[src/rtl/sprite_scan_pkg.sv]
// Shared OAM entry / sprite register types and line-limit defaults for the sprite scanner.
`ifndef MAX_SPRITES_PER_LINE
`define MAX_SPRITES_PER_LINE 4
`endif
`ifndef OAM_ENTRY_W
`define OAM_ENTRY_W 36
`endif

package sprite_defines;
  localparam int MAX_SPRITES = `MAX_SPRITES_PER_LINE;
  localparam int OAM_ENTRY_W = `OAM_ENTRY_W;

  // Field order is MSB first; "prio" stands in for the reserved word priority.
  typedef struct packed {
    logic [7:0] y;
    logic [8:0] x;
    logic [9:0] tile;
    logic [3:0] palette;
    logic [1:0] prio;
    logic       hflip;
    logic       vflip;
    logic       tall;
  } oam_entry_t;

  typedef struct packed {
    logic [8:0]  x;
    logic [3:0]  palette;
    logic [1:0]  prio;
    logic [31:0] pattern;
  } sprite_reg_t;
endpackage

[src/rtl/sprite_row_select.sv]
// Combinational hit test, pattern-line selection (with vflip) and hflip nibble reversal.
module sprite_row_select
  import sprite_defines::*;
(
  input  logic [7:0]  row,
  input  oam_entry_t  entry,
  input  logic        hflip,
  input  logic [31:0] pattern_in,
  output logic        hit,
  output logic [3:0]  line,
  output logic [31:0] pattern_out
);
  logic [7:0] diff;
  logic [7:0] height;
  logic [3:0] flip_line;

  always_comb begin
    diff   = row - entry.y;
    height = entry.tall ? 8'd16 : 8'd8;
    hit    = diff < height;
    // Only meaningful on a hit, where diff < height fits in four bits.
    flip_line = (entry.tall ? 4'd15 : 4'd7) - diff[3:0];
    line      = entry.vflip ? flip_line : diff[3:0];
    pattern_out = pattern_in;
    for (int i = 0; i < 8; i++) begin
      pattern_out[4*i +: 4] = hflip ? pattern_in[4*(7-i) +: 4] : pattern_in[4*i +: 4];
    end
  end
endmodule

[src/rtl/sprite_scan.sv]
// Per-scanline OAM walker feeding the sprite file over valid/ack.
// Define SPRITE_OVERFLOW_EN to keep scanning after the line fills and flag a further hit.
module sprite_scan
  import sprite_defines::*;
#(
  parameter int OAM_ENTRIES = 64,
  parameter int SPRITES     = MAX_SPRITES
) (
  input  logic                           clock,
  input  logic                           reset,
  input  logic                           start,
  input  logic [7:0]                     row,
  output logic [$clog2(OAM_ENTRIES)-1:0] oam_addr,
  input  logic [OAM_ENTRY_W-1:0]         oam_data,
  output logic [13:0]                    pattern_addr,
  input  logic [31:0]                    pattern_data,
  output sprite_reg_t                    out,
  output logic                           out_valid,
  input  logic                           out_ack,
  output logic                           clear,
  output logic                           busy,
  output logic                           done,
  output logic                           overflow
);
  localparam int IDX_W = $clog2(OAM_ENTRIES);
  localparam int CNT_W = $clog2(SPRITES + 1);
  localparam logic [IDX_W-1:0] IDX_LAST = IDX_W'(OAM_ENTRIES - 1);
  localparam logic [CNT_W-1:0] CNT_MAX  = CNT_W'(SPRITES);
  localparam logic [CNT_W-1:0] CNT_LAST = CNT_W'(SPRITES - 1);

  localparam logic [2:0] IDLE  = 3'd0;
  localparam logic [2:0] FETCH = 3'd1;
  localparam logic [2:0] CHECK = 3'd2;
  localparam logic [2:0] PAT   = 3'd3;
  localparam logic [2:0] EMIT  = 3'd4;
  localparam logic [2:0] DONE  = 3'd5;

  logic [2:0]       state;
  logic [IDX_W-1:0] idx;
  logic [CNT_W-1:0] count;
  logic [7:0]       row_q;
  oam_entry_t       ent;
  logic [8:0]       x_q;
  logic [3:0]       pal_q;
  logic [1:0]       prio_q;
  logic             hflip_q;
  logic             hit;
  logic [3:0]       line;
  logic [31:0]      pat_row;
  logic             stop_after_emit;

  assign ent  = oam_entry_t'(oam_data);
  assign busy = (state != IDLE);
  assign done = (state == DONE);

`ifdef SPRITE_OVERFLOW_EN
  assign stop_after_emit = 1'b0;
`else
  assign stop_after_emit = (count == CNT_LAST);
  assign overflow        = 1'b0;
`endif

  sprite_row_select u_row_select (
    .row         (row_q),
    .entry       (ent),
    .hflip       (hflip_q),
    .pattern_in  (pattern_data),
    .hit         (hit),
    .line        (line),
    .pattern_out (pat_row)
  );

  always_ff @(posedge clock or posedge reset) begin
    if (reset) begin
      state        <= IDLE;
      idx          <= '0;
      count        <= '0;
      row_q        <= '0;
      oam_addr     <= '0;
      pattern_addr <= '0;
      out          <= '0;
      out_valid    <= 1'b0;
      clear        <= 1'b0;
      x_q          <= '0;
      pal_q        <= '0;
      prio_q       <= '0;
      hflip_q      <= 1'b0;
`ifdef SPRITE_OVERFLOW_EN
      overflow     <= 1'b0;
`endif
    end else begin
      clear <= 1'b0;
      if (start) begin
        // Restart wins over everything, including a sprite waiting for ack.
        state     <= FETCH;
        idx       <= '0;
        count     <= '0;
        row_q     <= row;
        oam_addr  <= '0;
        out_valid <= 1'b0;
        clear     <= 1'b1;
`ifdef SPRITE_OVERFLOW_EN
        overflow  <= 1'b0;
`endif
      end else begin
        case (state)
          IDLE:  state <= IDLE;
          FETCH: state <= CHECK;
          CHECK: begin
            if (hit && count != CNT_MAX) begin
              x_q          <= ent.x;
              pal_q        <= ent.palette;
              prio_q       <= ent.prio;
              hflip_q      <= ent.hflip;
              pattern_addr <= {ent.tile, line};
              state        <= PAT;
            end
`ifdef SPRITE_OVERFLOW_EN
            else if (hit) begin
              overflow <= 1'b1;
              state    <= DONE;
            end
`endif
            else if (idx == IDX_LAST) begin
              state <= DONE;
            end else begin
              idx      <= idx + 1'b1;
              oam_addr <= idx + 1'b1;
              state    <= FETCH;
            end
          end
          PAT: begin
            out       <= '{x: x_q, palette: pal_q, prio: prio_q, pattern: pat_row};
            out_valid <= 1'b1;
            state     <= EMIT;
          end
          EMIT: begin
            if (out_ack) begin
              out_valid <= 1'b0;
              count     <= count + 1'b1;
              if (idx == IDX_LAST || stop_after_emit) begin
                state <= DONE;
              end else begin
                idx      <= idx + 1'b1;
                oam_addr <= idx + 1'b1;
                state    <= FETCH;
              end
            end
          end
          DONE:    state <= IDLE;
          default: state <= IDLE;
        endcase
      end
    end
  end
endmodule

[config.mk]
export PLATFORM = sky130hd
export DESIGN_NAME = sprite_scan
export DESIGN_NICKNAME = d
export VERILOG_FILES = /design/src/rtl/sprite_scan_pkg.sv /design/src/rtl/sprite_row_select.sv /design/src/rtl/sprite_scan.sv
export SDC_FILE = /design/constraint.sdc
export NUM_CORES = 1
export LEC_CHECK = 0
export ABC_AREA = 1
export CORE_MARGIN = 1.5
export CORE_UTILIZATION = 51
export DETAILED_ROUTE_END_ITERATION = 6
export GPL_ROUTABILITY_DRIVEN = 0
export PLACE_DENSITY = 0.95
export SLEW_MARGIN = 5
export SYNTH_ARGS = -nofsm -noshare
export SYNTH_HDL_FRONTEND = slang
export SYNTH_SLANG_ARGS = --single-unit
[constraint.sdc]
create_clock -name clock -period 6 [get_ports clock]
set_input_delay 0.6 -clock clock [delete_from_list [all_inputs] [get_ports clock]]
set_output_delay 0.6 -clock clock [all_outputs]
set_load 0.01 [all_outputs]
**After elaboration in Yosys (flattened, before gate mapping)**

Index checks and enable logic that the tools add are counted.

- Flip-flop bits (word level): 99
- Output and inout port bits: 72
- Input port bits: 80
- Logic and storage cells: 75

- Order comparisons: 1
- Equality and inequality tests: 12
- Reductions and logical operators: 12
- Add/sub/neg operators: 4
- Muxes and demuxes: 30
- Bitwise gates (word level): 1

Operators with widths:

| operator | count |
|---|---|
| $mux 4 | 10 |
| $mux 6 | 5 |
| $mux 3 | 8 |
| $ne 3x3->1 const B | 5 |
| $pmux 3 s4 | 1 |
| $pmux 6 s2 | 1 |
| $eq 3x2->1 const B | 3 |
| $reduce_bool 3->1 | 3 |
| $lt 8x8->1 | 1 |
| $sub 8x8->8 | 1 |
| $add 6x1->6 const B | 1 |
| $eq 3x3->1 const B | 2 |
| $eq 6x6->1 const B | 1 |
| $reduce_and 2->1 | 3 |
| $mux 5 | 1 |
| $reduce_and 5->1 | 1 |
| $reduce_bool 2->1 | 2 |
| $sub 4x4->4 | 1 |
| $add 3x1->3 const B | 1 |
| $eq 3x1->1 const B | 1 |
| $mux 1 | 3 |
| $reduce_and 3->1 | 1 |
| $pmux 1 s2 | 1 |
| $logic_and 1x1->1 | 1 |
| 2 further kinds | 2 |

**Depth between registers and ports, before layout**

Gate-level depths: netlist (run 1).

- Word-level depth: 6
- Gate-level depth with buffers: 21

**By module**

From an unflattened synthesis (run 1), not the netlist that was laid out.

- Cells, all modules: 548
- Area total of the unflattened synthesis: 4852.2 um^2

Modules (own cells, without submodules):

| module | instances | seq. area each (um^2) | area an instance (um^2) | cells each |
|---|---|---|---|---|
| sprite_scan | 1 | 2477.4 | 3955.0 | 379 |
| sprite_row_select | 1 | 0.0 | 897.1 | 169 |

**Worst setup path after synthesis (run 1)**

OpenSTA, ideal clock, no wires.

- Path kind: input -> register
- Start point: input port oam_data[28]
- End point: register pattern_addr[4]
- Path buffers: 2
- Setup slack: 3169 ps
- Cell stages on the path: 20
- Arrival: 2713 ps
- Data required time: 5882 ps
- Path through: ha_1 > fa_1 > inv_1 > nand2_1 > nand2_1 > nand2_1 > xnor2_1 > ha_1 > inv_1 > nor2_1 > a211oi_1 > nand2_1 > inv_1 > nand2_2 > inv_2 > nand3_2 > buf_6 > buf_6 > nand2_1 > o21ai_2

- Word-level cells in the longest chain between the ends: 4

Ends and longest elaborated chain:

| item | RTL line | RTL |
|---|---|---|
| start, declared | sprite_scan.sv:14 | `input logic [OAM_ENTRY_W-1:0] oam_data,` |
| $sub 8x8->8 | sprite_row_select.sv:18 | `diff = row - entry.y;` |
| $lt 8x8->1 | sprite_row_select.sv:20 | `hit = diff < height;` |
| $logic_and 1x1->1 | sprite_scan.sv:110 | `if (hit && count != CNT_MAX) begin` |
| $reduce_and 3->1 (no line) | n/a |  |
| end signal, assigned | sprite_scan.sv:115 | `pattern_addr <= {ent.tile, line};` |
| end, declared | sprite_scan.sv:15 | `output logic [13:0] pattern_addr,` |

No other way between the ends.
A chain may end at the register's enable or synchronous reset.

**Worst setup path after layout (run 1)**

- Start point: input port oam_data[28]
- End point: register pattern_addr[5]

Same word-level chain as after synthesis.

==> results of run 1 <==
[logic make-up after synthesis]
kind of cell / count (synthesis) / share of synthesized area, %
DFF: 99 / 49.9
adders and majority gates: 15 / 3.93
xor gates and xnor gates: 7 / 1.23
other: 1 / 0.0755
and+or+nand+nor: 291 / 23.7
buffers and inverters: 119 / 10.0
AOI/OAI and AO/OA: 96 / 11.2
[power by group]
part	switching (mW)	total (mW)	leakage (nW)	internal (mW)
registers	0.0885	0.902	1.29	0.814
clock network	0.228	0.466	0.104	0.238
logic	0.337	0.701	2.01	0.364
total	0.654	2.07	3.41	1.42
[layer usage]
metal | up-vias | share of wire [%] | track usage, %
met5 | - | 0 | 0
met4 | 0 | 2.5 | 9.29
met3 | 33 | 6.9 | 5.18
met2 | 192 | 51 | 45.8
met1 | 2110 | 40 | 28.7
li1 | 2194 | - | -
[cell usage after synthesis, types with 2 or more instances]
master	count
o21ai_0	55
xnor2_1	3
nand3_1	19
o21ai_1	11
o21ai_2	18
buf_6	6
ha_1	14
buf_1	2
clkbuf_1	17
inv_1	89
nor2_1	14
nand3_2	2
dfrtp_1	99
inv_2	3
nand4_1	3
xor2_1	4
nand2_1	240
nand2_2	8
nor3_1	2
a21oi_1	8
[area by class of cell]
| class | count | area, um^2 |
|---|---|---|
| multi-input cells | 410 | 2000 |
| clock inverters | 5 | 85.1 |
| fillers | 714 | 2600 |
| repair buffers | 154 | 1530 |
| clock buffers | 11 | 131 |
| inverters | 92 | 348 |
| well taps | 129 | 161 |
| flip-flops and latches | 99 | 2480 |
[worst paths after layout]
check,start,to,slack [ns],depth (start not counted)
max reg2reg,row_q[0]$_DFFE_PP0P_,pattern_addr[5]$_DFFE_PP0P_,2.10,20
min,out[34]$_DFFE_PP0P_,out[34]$_DFFE_PP0P_,0.48,2
max in group asynchronous,reset,out[23]$_DFFE_PP0P_,4.22,3
min reg2reg,out[34]$_DFFE_PP0P_,out[34]$_DFFE_PP0P_,0.48,2
min in group asynchronous,reset,pattern_addr[5]$_DFFE_PP0P_,0.63,2
max,oam_data[28],pattern_addr[5]$_DFFE_PP0P_,1.77,20
[metrics by stage]
step | area (um^2) | cells | util (%) | hold slack [ns]
final | 6730 | 900 | 72.2 | 0.478
after floorplan | 4970 | 628 | - | 0.446
after detailed placement | 6510 | 884 | 69.8 | 0.457
after global routing | 6730 | 900 | 72.2 | 0.492
after CTS | 6730 | 900 | 72.2 | 0.481
after global placement | 6510 | 884 | 69.8 | 0.453
[worst max-delay path, cell delays in order]
cell	delay, ns
clkdlybuf4s50_1	0.45
ha_1	0.23
fa_1	0.41
inv_1	0.08
nand2_1	0.05
nand2_1	0.09
nand2_1	0.07
xnor2_1	0.16
ha_1	0.27
inv_1	0.09
nor2_1	0.05
a211oi_1	0.17
nand2_1	0.08
inv_1	0.06
nand2_2	0.06
inv_2	0.08
nand3_2	0.75
buf_4	0.55
nand2_1	0.11
o21ai_2	0.06
[state kept, by name, summed over array words and instances, names as in the netlist]
name          cells
clear             1
count             3
hflip_q           1
idx               6
out              47
out_valid         1
pal_q             4
pattern_addr     14
prio_q            2
row_q             8
state             3
x_q               9
==> summary.md, run 1 <==
| Metric | Value |
|---|---|
| VDD IR max | `0.129 mV` |
| Syn Inst Count | `628` |
| Number of synthesized flops with an enable pin | `0` |
| Row Count | `35` |
| Seq/Total Area, Yosys | `49.9%` |
| Clock transition at path regs | `0.09 ns` |
| CTS Hold Bufs | `0` |
| Most common cell after layout, fill and taps aside | `nand2_1` |
| Area Overhead vs Synth | `35.5%` |
| Slew headroom | `32.7%` |
| Final Total Pwr | `2.07 mW` |
| Final Hold Viols | `0` |
| # diodes | `0` |
| Clk buf depth | `2` |
| Crit share post-route | `70.5%` |
| Largest net degree at the start of global routing | `66` |
| Final setup TNS | `0 ns` |
| Most area-hungry cell type in the Yosys netlist | `dfrtp_1` |
| HPWL after detailed placement | `9.37 mm` |
| Outcome | `completed` |
| Number of synthesized register bits | `99` |
| Fmax | `236 MHz` |
| DRC | `0` |
| Fin. max-slew vios | `0` |
| Fin Clk Skew | `0.0123 ns` |
| Most frequent cells in the layout | `nand2_1, clkdlybuf4s50_1, dfrtp_1` |
| Grt ovf | `0` |
| Power Density | `307 nW/um^2` |
| Main synth FF type | `dfrtp_1` |
| Worst setup margin | `1.77 ns` |
| Fin crit period | `4.23 ns` |
| Setup crit end kind | `register` |
| Startpoint Class | `input port` |
| Place WS | `1.43 ns` |
| RSZ-0062 raised after global routing | `false` |
| Min-Delay Path Class | `reg2reg` |
| Syn Nets | `723` |
| Syn Area/Cell | `7.91 um^2` |
| Die area | `10,300 um^2` |
| Postcts setup bufs | `0` |
| Mapped cell area | `4970 um^2` |
| Clock root cell | `clkbuf_8` |
| Share of cells above drive strength 1 | `7.00%` |
| CTS tree | `built` |
| Final ANT Viol Nets | `0` |
| Iter 0 DRT Violations | `168` |
| Vias | `4,529` |
| Kind of critical path | `in2reg` |
| Post-CTS resize count | `0` |
| Netlist cell types | `31` |
| Final setup violation count | `0` |
| Vias in the first global route | `4,560` |
| Die height | `102 um` |
| Most area-consuming cells after synthesis | `dfrtp_1, nand2_1, inv_1, o21ai_0, ha_1` |
| Port Buffer Count | `150` |
| Vias per cell | `5.03` |
| Max Cap Violations | `0` |
| Max FO, Critical Path | `47` |
| CTS H-Tree Depth | `3` |
| Core ar. | `9330 um^2` |
| Die Wd | `102 um` |
| Final nets | `861` |
| Total Routing Usage GR | `25.0%` |
| WP data arrival | `4.47 ns` |
| DR WL/cell | `14.0 um` |
| Starting Density | `53.3%` |
| Req. time, crit path | `6.24 ns` |
| Clk_lat worst skew | `0.35 ns` |
| P_leak | `3.41 nW` |
| Post-synth ARST share | `100%` |
| Worst Max-Slew Pin Slew | `1.01 ns` |
| Cts bufs inserted | `9` |
| Io pins | `152` |
| Global-route wire length before repair | `20.4 mm` |
| Sink Count | `99` |
| Top cell type's share of synthesized area | `49.9%` |
| YS warnings | `0` |
| First-pass DRT Iterations | `5` |
| Routed wire length | `12.6 mm` |
| Initial antenna violation count | `0` |
No activity file was read; power rests on OpenSTA's default activity.
==> inputs of run 2 (changes only) <==
Settings changed: CORE_UTILIZATION 51 to 43, PLACE_DENSITY 0.95 to 0.86.
Clock period 6 ns to 3.77 ns, I/O delays scaled along.
==> summary.md, run 2 (synthesis results as in run 1) <==
| Metric | Value |
|---|---|
| Outcome | `completed` |
| Initial antenna violation count | `0 (unchanged)` |
| Final setup TNS | `0 ns (unchanged)` |
| Fin crit period | `2.94 ns` |
| Req. time, crit path | `3.99 ns (-2.25 ns)` |
| DR WL/cell | `12.4 um (-12%)` |
| Startpoint Class | `input port` |
| Final Total Pwr | `3.34 mW (+62%)` |
| Vias in the first global route | `4,105 (-10%)` |
| Cell Count, Final, Fillers Out | `918 (+2.0%)` |
| FF-to-FF Start | `row_q[0]$_DFFE_PP0P_` |
| Final ANT Viol Nets | `0 (unchanged)` |
| Global-route wire length before repair | `19.1 mm (-6.4%)` |
| First-pass DRT Iterations | `5 (unchanged)` |
| Fin Clk Skew | `0.00557 ns (-0.00676 ns)` |
| Routed wire length | `11.3 mm (-10%)` |
| DRC | `0 (unchanged)` |
| Worst Max-Slew Pin Slew | `1.19 ns (+0.179 ns)` |
| Critical-path cell list | `clkdlybuf4s50_1, ha_1, fa_1, inv_1, nand2_1, nand2_1, nand2_1, xnor2_1, ha_1, inv_1, nor2_1, a211oi_1, nand2_1, inv_1, nand2_2, inv_2, nand3_2, buf_12, nand2_1, o21ai_2` |
| CTS tree | `built` |
| Most common cell after layout, fill and taps aside | `nand2_1` |
| Starting Density | `43.9% (-9.4 points)` |
| Slew headroom | `20.8% (-12 points)` |
| Vias | `4,331 (-4.4%)` |
| Cells after DPL | `903 (+2.1%)` |
| Die Wd | `110 um (+8.6%)` |
| R2R Setup Slk | `0.98 ns (-1.12 ns)` |
| Row Count | `39 (+11%)` |
| Largest net degree at the start of global routing | `79 (+20%)` |
| Vias per cell | `4.72 (-6.2%)` |
| Die height | `110 um (+8.6%)` |
| Share of cells above drive strength 1 | `7.48% (+0.48 points)` |
| Clk_lat worst skew | `0.33 ns (-0.02 ns)` |
| FF/Latch Area | `2480 um^2 (unchanged)` |
| Kind of critical path | `in2reg` |
| Setup crit end kind | `register` |
| Port Buffer Count | `150 (unchanged)` |
| Placement-stage cell area | `6580 um^2 (+1.0%)` |
| Reg-to-reg endpoint | `hflip_q$_DFFE_PP0P_` |
| Worst path slowest cell | `clkdlybuf4s50_1` |
| Most frequent CP cell | `nand2_1` |
| VDD IR max | `0.270 mV (+110%)` |
| Total Routing Usage GR | `18.9% (-6.1 points)` |
| WP depth | `20 (unchanged)` |
| Largest stage delay on the critical path | `0.45 ns (-0.30 ns)` |
| Area Overhead vs Synth | `37.8%` |
| Clk buf depth | `2 (unchanged)` |
| Core ar. | `11,300 um^2 (+21%)` |
| Crit path buffers/inverters | `6 (unchanged)` |
| Core Util, Final | `60.4% (-12 points)` |
| HPWL after detailed placement | `8.23 mm (-12%)` |
| Die area | `12,200 um^2 (+18%)` |
| Clock root cell | `clkbuf_16` |
| CTS H-Tree Depth | `3 (unchanged)` |
| Fillers | `965 (+35%)` |
| Crit share post-route | `78.0%` |
| Min-Delay Path Class | `reg2reg` |
| Largest register FFs | `47 (unchanged)` |
| Most frequent cells in the layout | `nand2_1, clkdlybuf4s50_1, dfrtp_1` |
| Fin. max-slew vios | `0 (unchanged)` |
| CP delay by family, top | `buffers and inverters` |
| Final Hold Viols | `0 (unchanged)` |
| Place WS | `0.507 ns (-0.926 ns)` |
| Critical Path Start | `oam_data[28]` |
| RSZ-0062 raised after global routing | `false` |
| Iter 0 DRT Violations | `257 (+53%)` |
| Max Cap Violations | `0 (unchanged)` |
| Biggest register | `out` |
| P_leak | `3.46 nW (+1.7%)` |
| Fin area | `6840 um^2 (+1.7%)` |
| Post-CTS resize count | `0 (unchanged)` |
| Worst setup margin | `0.829 ns (-0.942 ns)` |
| Fmax | `340 MHz` |
| # diodes | `0 (unchanged)` |
| Grt ovf | `0 (unchanged)` |
| Clock transition at path regs | `0.06 ns (-0.03 ns)` |
| Sink Count | `99 (unchanged)` |
| Final setup violation count | `0 (unchanged)` |
| Top Registers | `out: 47 flops, pattern_addr: 14 flops, x_q: 9 flops` |
| Io pins | `152 (unchanged)` |
| Postcts setup bufs | `0 (unchanged)` |
| Cts bufs inserted | `9 (unchanged)` |
| Final nets | `866 (+0.58%)` |
| Critical Path Sink | `hflip_q$_DFFE_PP0P_` |
| CTS Hold Bufs | `0 (unchanged)` |
| FF-to-FF path depth | `20 (unchanged)` |
| WP data arrival | `3.16 ns (-1.31 ns)` |
| Power Density | `489 nW/um^2 (+59%)` |
| Hold slack | `0.470 ns (-0.00847 ns)` |
| Multi-input logic area | `2000 um^2 (unchanged)` |
| Max FO, Critical Path | `53 (+13%)` |
run 2: cell types whose count changed in the layout (fill, tap and decap cells not counted), sizes merged:
| cell | previous run | this run |
|---|---|---|
| clkinv | 1 | 3 |
| buf | 4 | 9 |
| clkinvlp | 1 | 0 |
| bufinv | 2 | 0 |
| inv | 93 | 92 |
| clkbuf | 11 | 12 |
run 2: worst min-delay path, delay by kind of cell (launching register included):
family | cells | cell delay (ns)
flops | 1 | 0.34
simple gates | 2 | 0.10
run 2: area by class of cell:
cell class                      count  share of cell area, %
Sequential cell                    99                   36.2
Multi-Input combinational cell    410                   29.2
Timing Repair Buffer              159                   23.1
Inverter                           92                   5.08
Clock buffer                       12                   3.60
Tap cell                          143                   2.61
Clock inverter                      3                  0.219
run 2: where the power goes:
group	internal [mW]	switching, mW
clock	0.459	0.367
combinational	0.581	0.482
sequential	1.30	0.158
total	2.34	1.01
run 2: worst min path at each step:
stage | from | end | slack (ns) | cells after the start
floorplan | start | clear$_DFF_PP0_ | 0.41 | 0
global placement | out[0]$_DFFE_PP0P_ | out[0]$_DFFE_PP0P_ | 0.45 | 2
detailed placement | out[10]$_DFFE_PP0P_ | out[10]$_DFFE_PP0P_ | 0.46 | 2
CTS | out[10]$_DFFE_PP0P_ | out[10]$_DFFE_PP0P_ | 0.47 | 2
global route | out[4]$_DFFE_PP0P_ | out[4]$_DFFE_PP0P_ | 0.50 | 2
finish | out[10]$_DFFE_PP0P_ | out[10]$_DFFE_PP0P_ | 0.47 | 2
run 2: layer usage:
metal	global-route usage, %	routed length (um)	vias up
met2	32.3	5570	129
met4	4.36	46	0
li1	-	-	2214
met1	25.2	5190	1983
met5	0	0	-
met3	3.29	531	5
